### src/rtl/instr_encoder_loader_pkg.sv
// Shared constants for the RV32I instruction encoder/loader: format codes,
// base opcodes, immediate range limits and small legality helpers.
package instr_encoder_loader_pkg;

  typedef enum logic [2:0] {
    FMT_R = 3'd0,
    FMT_I = 3'd1,
    FMT_S = 3'd2,
    FMT_B = 3'd3,
    FMT_U = 3'd4,
    FMT_J = 3'd5
  } fmt_e;

  localparam logic [6:0] OPCODE_LUI    = 7'b0110111;
  localparam logic [6:0] OPCODE_JAL    = 7'b1101111;
  localparam logic [6:0] OPCODE_BRANCH = 7'b1100011;
  localparam logic [6:0] OPCODE_STORE  = 7'b0100011;
  localparam logic [6:0] OPCODE_OP_IMM = 7'b0010011;
  localparam logic [6:0] OPCODE_OP     = 7'b0110011;

  localparam int signed IMM12_MIN = -2048;
  localparam int signed IMM12_MAX = 2047;
  localparam int signed SHAMT_MAX = 31;
  localparam int signed BIMM_MIN  = -4096;
  localparam int signed BIMM_MAX  = 4094;
  localparam int signed JIMM_MIN  = -(1 << 20);
  localparam int signed JIMM_MAX  = (1 << 20) - 2;

  function automatic logic is_shift(input logic [2:0] func3);
    return (func3 == 3'b001) || (func3 == 3'b101);
  endfunction

  function automatic logic in_range(input logic [31:0] v, input int signed lo,
                                    input int signed hi);
    return ($signed(v) >= lo) && ($signed(v) <= hi);
  endfunction

endpackage

### src/rtl/instr_encoder_loader_pack.sv
// Combinational RV32I field packer: the exact inverse of immediate generation,
// plus a legality flag for out-of-range or misaligned immediates.
module instr_pack
  import instr_encoder_loader_pkg::*;
(
  input  logic [2:0]  fmt_i,
  input  logic [6:0]  opcode_i,
  input  logic [4:0]  rd_i,
  input  logic [4:0]  rs1_i,
  input  logic [4:0]  rs2_i,
  input  logic [2:0]  func3_i,
  input  logic [6:0]  func7_i,
  input  logic [31:0] immd_i,
  output logic [31:0] instr_o,
  output logic        legal_o
);

  always_comb begin
    instr_o = '0;
    legal_o = 1'b0;
    case (fmt_i)
      FMT_R: begin
        instr_o = {func7_i, rs2_i, rs1_i, func3_i, rd_i, opcode_i};
        legal_o = 1'b1;
      end
      FMT_I: begin
        // Shift-immediates carry func7 in the upper bits and a 5-bit shamt.
        if (is_shift(func3_i)) begin
          instr_o = {func7_i, immd_i[4:0], rs1_i, func3_i, rd_i, opcode_i};
          legal_o = in_range(immd_i, 0, SHAMT_MAX);
        end else begin
          instr_o = {immd_i[11:0], rs1_i, func3_i, rd_i, opcode_i};
          legal_o = in_range(immd_i, IMM12_MIN, IMM12_MAX);
        end
      end
      FMT_S: begin
        instr_o = {immd_i[11:5], rs2_i, rs1_i, func3_i, immd_i[4:0], opcode_i};
        legal_o = in_range(immd_i, IMM12_MIN, IMM12_MAX);
      end
      FMT_B: begin
        instr_o = {immd_i[12], immd_i[10:5], rs2_i, rs1_i, func3_i,
                   immd_i[4:1], immd_i[11], opcode_i};
        legal_o = in_range(immd_i, BIMM_MIN, BIMM_MAX) && !immd_i[0];
      end
      FMT_U: begin
        instr_o = {immd_i[31:12], rd_i, opcode_i};
        legal_o = (immd_i[11:0] == '0);
      end
      FMT_J: begin
        instr_o = {immd_i[20], immd_i[10:1], immd_i[11], immd_i[19:12],
                   rd_i, opcode_i};
        legal_o = in_range(immd_i, JIMM_MIN, JIMM_MAX) && !immd_i[0];
      end
      default: ;
    endcase
  end

endmodule

### src/rtl/instr_encoder_loader.sv
// Load-session sequencer: encodes requests into RV32I words and streams them
// to instruction memory at consecutive addresses, dropping illegal requests.
module instr_encoder_loader
  import instr_encoder_loader_pkg::*;
#(
  parameter int unsigned WORD_SIZE = 32,
  parameter int unsigned ADDR_W    = 10,
  parameter int unsigned CNT_W     = 10
) (
  input  logic                 clk,
  input  logic                 rst,
  input  logic                 start,
  input  logic [ADDR_W-1:0]    base_addr,
  input  logic [CNT_W-1:0]     count,
  input  logic                 req_valid,
  output logic                 req_ready,
  input  logic [2:0]           req_fmt,
  input  logic [6:0]           req_opcode,
  input  logic [4:0]           req_rd,
  input  logic [4:0]           req_rs1,
  input  logic [4:0]           req_rs2,
  input  logic [2:0]           req_func3,
  input  logic [6:0]           req_func7,
  input  logic [WORD_SIZE-1:0] req_immd,
  output logic                 out_valid,
  input  logic                 out_ready,
  output logic [ADDR_W-1:0]    out_addr,
  output logic [WORD_SIZE-1:0] out_instr,
  output logic                 busy,
  output logic                 done,
  output logic                 err,
  output logic [CNT_W-1:0]     err_count
);

  typedef enum logic [1:0] {
    S_IDLE,
    S_RUN,
    S_DRAIN,
    S_DONE
  } state_e;

  state_e                 state_q;
  logic [ADDR_W-1:0]      addr_q;
  logic [CNT_W-1:0]       rem_q;
  logic                   out_valid_q;
  logic [ADDR_W-1:0]      out_addr_q;
  logic [WORD_SIZE-1:0]   out_instr_q;
  logic                   done_q;
  logic                   err_q;
  logic [CNT_W-1:0]       err_count_q;

  logic [WORD_SIZE-1:0]   packed_instr;
  logic                   packed_legal;
  logic                   accept;
  logic                   out_free;

  instr_pack u_pack (
    .fmt_i    (req_fmt),
    .opcode_i (req_opcode),
    .rd_i     (req_rd),
    .rs1_i    (req_rs1),
    .rs2_i    (req_rs2),
    .func3_i  (req_func3),
    .func7_i  (req_func7),
    .immd_i   (req_immd),
    .instr_o  (packed_instr),
    .legal_o  (packed_legal)
  );

  // Output register is free if empty or being drained this cycle.
  assign out_free  = !out_valid_q || out_ready;
  assign req_ready = (state_q == S_RUN) && out_free;
  assign accept    = req_valid && req_ready;

  always_ff @(posedge clk or posedge rst) begin
    if (rst) begin
      state_q     <= S_IDLE;
      addr_q      <= '0;
      rem_q       <= '0;
      out_valid_q <= 1'b0;
      out_addr_q  <= '0;
      out_instr_q <= '0;
      done_q      <= 1'b0;
      err_q       <= 1'b0;
      err_count_q <= '0;
    end else begin
      done_q <= 1'b0;
      if (out_valid_q && out_ready) out_valid_q <= 1'b0;

      if (accept) begin
        rem_q <= rem_q - 1'b1;
        if (packed_legal) begin
          out_valid_q <= 1'b1;
          out_addr_q  <= addr_q;
          out_instr_q <= packed_instr;
          addr_q      <= addr_q + 1'b1;
        end else begin
          err_q <= 1'b1;
          if (err_count_q != '1) err_count_q <= err_count_q + 1'b1;
        end
      end

      case (state_q)
        S_IDLE: begin
          if (start) begin
            addr_q      <= base_addr;
            rem_q       <= count;
            err_q       <= 1'b0;
            err_count_q <= '0;
            if (count == '0) begin
              state_q <= S_DONE;
              done_q  <= 1'b1;
            end else begin
              state_q <= S_RUN;
            end
          end
        end
        S_RUN: begin
          if (accept && (rem_q == CNT_W'(1))) state_q <= S_DRAIN;
        end
        S_DRAIN: begin
          if (out_free) begin
            state_q <= S_DONE;
            done_q  <= 1'b1;
          end
        end
        S_DONE:  state_q <= S_IDLE;
        default: state_q <= S_IDLE;
      endcase
    end
  end

  assign out_valid = out_valid_q;
  assign out_addr  = out_addr_q;
  assign out_instr = out_instr_q;
  assign busy      = (state_q != S_IDLE);
  assign done      = done_q;
  assign err       = err_q;
  assign err_count = err_count_q;

endmodule

### config.mk
export PLATFORM = sky130hd
export DESIGN_NAME = instr_encoder_loader
export DESIGN_NICKNAME = d
export VERILOG_FILES = /design/src/rtl/instr_encoder_loader_pkg.sv /design/src/rtl/instr_encoder_loader_pack.sv /design/src/rtl/instr_encoder_loader.sv
export SDC_FILE = /design/constraint.sdc
export NUM_CORES = 1
export LEC_CHECK = 0
export ABC_AREA = 0
export CAP_MARGIN = 20
export CORE_ASPECT_RATIO = 1.5
export CORE_MARGIN = 2
export CORE_UTILIZATION = 41
export DETAILED_ROUTE_END_ITERATION = 16
export PLACE_DENSITY = 0.8
export SLEW_MARGIN = 10
export SYNTH_ARGS = -nofsm -noshare
export SYNTH_HDL_FRONTEND = slang
export SYNTH_SLANG_ARGS = --single-unit
export TNS_END_PERCENT = 50
### constraint.sdc
create_clock -name clk -period 2.2 [get_ports clk]
set_clock_uncertainty 0.05 [all_clocks]
set_input_delay 0.33 -clock clk [delete_from_list [all_inputs] [get_ports clk]]
set_output_delay 0.33 -clock clk [all_outputs]
set_load 0.02 [all_outputs]
==> impl_metrics.py <==
metrics = {
    "outcome": {
        "status": "complete, but fails checks",
        "failed_checks": "setup timing",
    },
    "finish": {
        "final_common_cell": "clkdlybuf4s50_1",
        "final_cell_mix": "clkdlybuf4s50_1 (109), nand2_1 (81), dfrtp_1 (77)",
        "fin_nets": 771,
        "nFillCells": 777,
        "final_layout_size_suffix_gt1_share_pct": 23.9,
        "n_antenna_cell": 0,
        "area_delta_synth_final_pct": 66.2,
        "fin_cells": 794,
    },
    "grt": {
        "grt_pass1_wl_um": 22100,
        "grt_overflow": 0,
        "antenna_found_initial": 0,
        "grt_pass1_vias": 4695,
        "grt_max_degree": 78,
        "grt.total_usage_pct": 25.5,
    },
    "place": {
        "hpwlAfterDp_um": 10200,
        "dp_cells": 765,
        "place.gp.congestion": 0.931,
        "io_buffers": 148,
    },
    "hold_path": {
        "min_delay_path_depth": 3,
        "min_path_type": "primary input to flip-flop",
        "hold_path_end": "out_instr[19]$_DFFE_PP0P_",
        "worstHoldStart": "req_immd[19]",
    },
    "sta": {
        "fin_crit_sh_pct": 106,
        "fin_crit_ns": 2.33,
        "maxSlewViolCount": 0,
        "hold_ws_ns": 0.257,
        "tightest_slew_ns": 0.989,
        "fmax_mhz": 430,
        "tns_ns": -1.63,
        "setup_ws_ns": -0.127,
        "finalHoldViolCount": 0,
        "rsz0062_at_grt": "yes",
        "slew_headroom_pct": 33.7,
        "setup_viol": 26,
    },
    "cts": {
        "max-clock-path-buffers": 2,
        "clock_latency_ns": 0.34,
        "cts_made_buffers": 9,
        "root_buffer": "clkbuf_16",
        "cts_tree": "yes",
        "h-tree-depth": 3,
        "cts_num_sinks": 77,
        "clk_pin_slew_worst_paths_ns": 0.06,
    },
    "detailed_routing": {
        "vias": 4562,
        "drtPass1Iterations": 7,
        "wirelength_um": 14300,
        "viasPerCell": 5.75,
        "drc": 0,
        "ant_nets": 0,
        "wire_per_inst_um": 18.0,
        "first_iter_violations": 291,
    },
    "synthesis": {
        "synth.largest_area_cell": "dfrtp_1",
        "synth_nets": 562,
        "ys_warn_count": 0,
        "synth_ff_type": "dfrtp_1",
        "synth_edf_count": 0,
        "ys_top_cells_by_area": "dfrtp_1 (46%), nand2_1 (7.6%), o21ai_0 (5.3%), mux2_2 (2.7%), mux2i_1 (2.6%)",
        "syn_area_sq_mm": 0.00419,
        "synth_top_area_share_pct": 46.0,
        "syn_avg_cell_area_sq_um": 9.04,
        "synthDistinctLibCells": 52,
        "synth-seq-cells": 77,
        "synthCells": 463,
        "yosysSeqAreaShare_pct": 46.0,
        "synthArstFlopShare_pct": 100,
    },
    "setup_path": {
        "critPathKind": "primary input to flip-flop",
        "path_max_fanout": 4,
        "r2r_cells": 9,
        "endpoint_kind": "flip-flop",
        "r2r_end": "err_count[3]$_DFF_PP0_",
        "ff2ff_setup_slack_ns": 0.07,
        "startpoint_type": "primary input",
        "required_ns": 2.37,
        "r2r_start": "state_q[1]$_DFFE_PP0P_",
        "crit_arrival_ns": 2.50,
    },
    "pwr": {
        "p_sw_share_pct": 37.9,
        "pwr-share-comb_pct": 45.8,
        "p_clk_share_pct": 19.8,
        "power_frac_seq_pct": 34.4,
        "vdd_drop_max_mv": 0.723,
        "internal-power_uw": 4420,
        "power_density_mw_per_mm2": 1020,
        "power_switching_uw": 2700,
        "leakage_uw": 0.00295,
    },
    "die": {
        "fp.dieArea_sq_mm": 0.0110,
        "die_h_um": 128,
        "start_util_pct": 41.8,
        "die_x_um": 86.5,
        "rows": 45,
        "core-area_sq_mm": 0.0100,
        "io_pins": 149,
    },
    "run": {
        "drv_cap": 0,
    },
}
repair_timing:
item,4_1_cts,5_1_grt
resized for setup,125,62
hold endpoints to repair,0,0
pin swaps,26,26
gates cloned,0,3
endpoints found under the setup margin,64,71
hold buffers,0,0
setup buffers,7,5
sequential cells by signal, summed over array words and instances, names as in the netlist:
name	flops
err_count	10
err	1
out_valid	1
done	1
state_q	2
rem_q	10
addr_q	10
out_addr	10
out_instr	32
worst max-delay path, stage by stage:
cell and delay (ns):
buf_6 0.10, nor4_4 0.26, nand2_1 0.12, or4_4 0.57
a221o_1 0.38, a31oi_4 0.25, clkbuf_16 0.20, mux2_4 0.29
worst max-delay path by stage:
stage | start | end
after floorplan | req_immd[22] | addr_q[9]$_DFF_PP0_
after global placement | req_immd[16] | addr_q[5]$_DFF_PP0_
after detailed placement | req_immd[20] | addr_q[9]$_DFF_PP0_
after CTS | req_immd[12] | addr_q[7]$_DFF_PP0_
after global routing | req_immd[12] | addr_q[5]$_DFF_PP0_
final | req_immd[12] | out_instr[7]$_DFFE_PP0P_
cell usage after synthesis (all sizes together), types with 4 or more instances:
master  count
mux2       10
dfrtp      77
nor3        9
nand2b      8
buf         7
clkbuf     15
nor2b       9
a22oi       4
o31ai       9
a21oi      21
xnor2       8
inv        13
nor4       11
nor2       24
ha          7
nand2      85
a31oi      10
o21ai      45
a222oi      6
nand3      10
nand4      14
or4        10
mux2i      11
or3         8
final cells by class:
type / instances / area [sq um] / area share [%]
well taps: 117 / 146 / 2.11
clock buffers: 10 / 239 / 3.44
multi-input cells: 351 / 2410 / 34.7
flip-flops and latches: 77 / 1930 / 27.7
inverters: 13 / 52.6 / 0.756
repair buffers: 220 / 2130 / 30.6
clock inverters: 6 / 46.3 / 0.666
routing by layer:
metal  routed length [um]  vias to the layer above  track usage, %  part of all wire (%)
met5                    0                        -               0                     0
met4                  528                        0            11.3                   3.7
met3                 1020                       44            7.21                   7.1
met2                 7540                      206            45.8                    53
met1                 5240                     2205            27.5                    37
li1                     -                     2107               -                     -
stage by stage:
step | util [%] | area, sq um | worst slack (ns) | total power [uW]
6_report | 69.4 | 6950 | -0.127 | 7120
3_5_place_dp | 62.6 | 6280 | -0.935 | 5460
5_1_grt | 69.4 | 6950 | -0.183 | 7530
4_1_cts | 66.6 | 6680 | -0.105 | 7000
2_1_floorplan | - | 4250 | -0.177 | 3910
3_3_place_gp | 62.6 | 6280 | -0.883 | 5340
cells by family (layout without fill, tap and decap cells):
logic type	Yosys count	after routing	share of synthesized area (%)
flip-flops	77	77	46.0
AND/OR/NAND/NOR	197	197	23.0
XOR/XNOR	10	10	2.09
multiplexers	21	21	5.32
buffers and inverters	35	249	3.41
adder cells (fa/ha/maj)	7	7	2.09
AO/OA/AOI/OAI	116	116	18.0
power groups by stage:
| stage | registers, uW | clock network [uW] | logic, uW |
|---|---|---|---|
| finish | 2450 | 1410 | 3260 |
| global placement | 2410 | 0 | 2930 |
| CTS | 2430 | 1450 | 3120 |
| detailed placement | 2430 | 0 | 3030 |
| global route | 2520 | 1510 | 3510 |
| floorplan | 2820 | 0 | 1090 |
(Power assumes the default switching activity.)
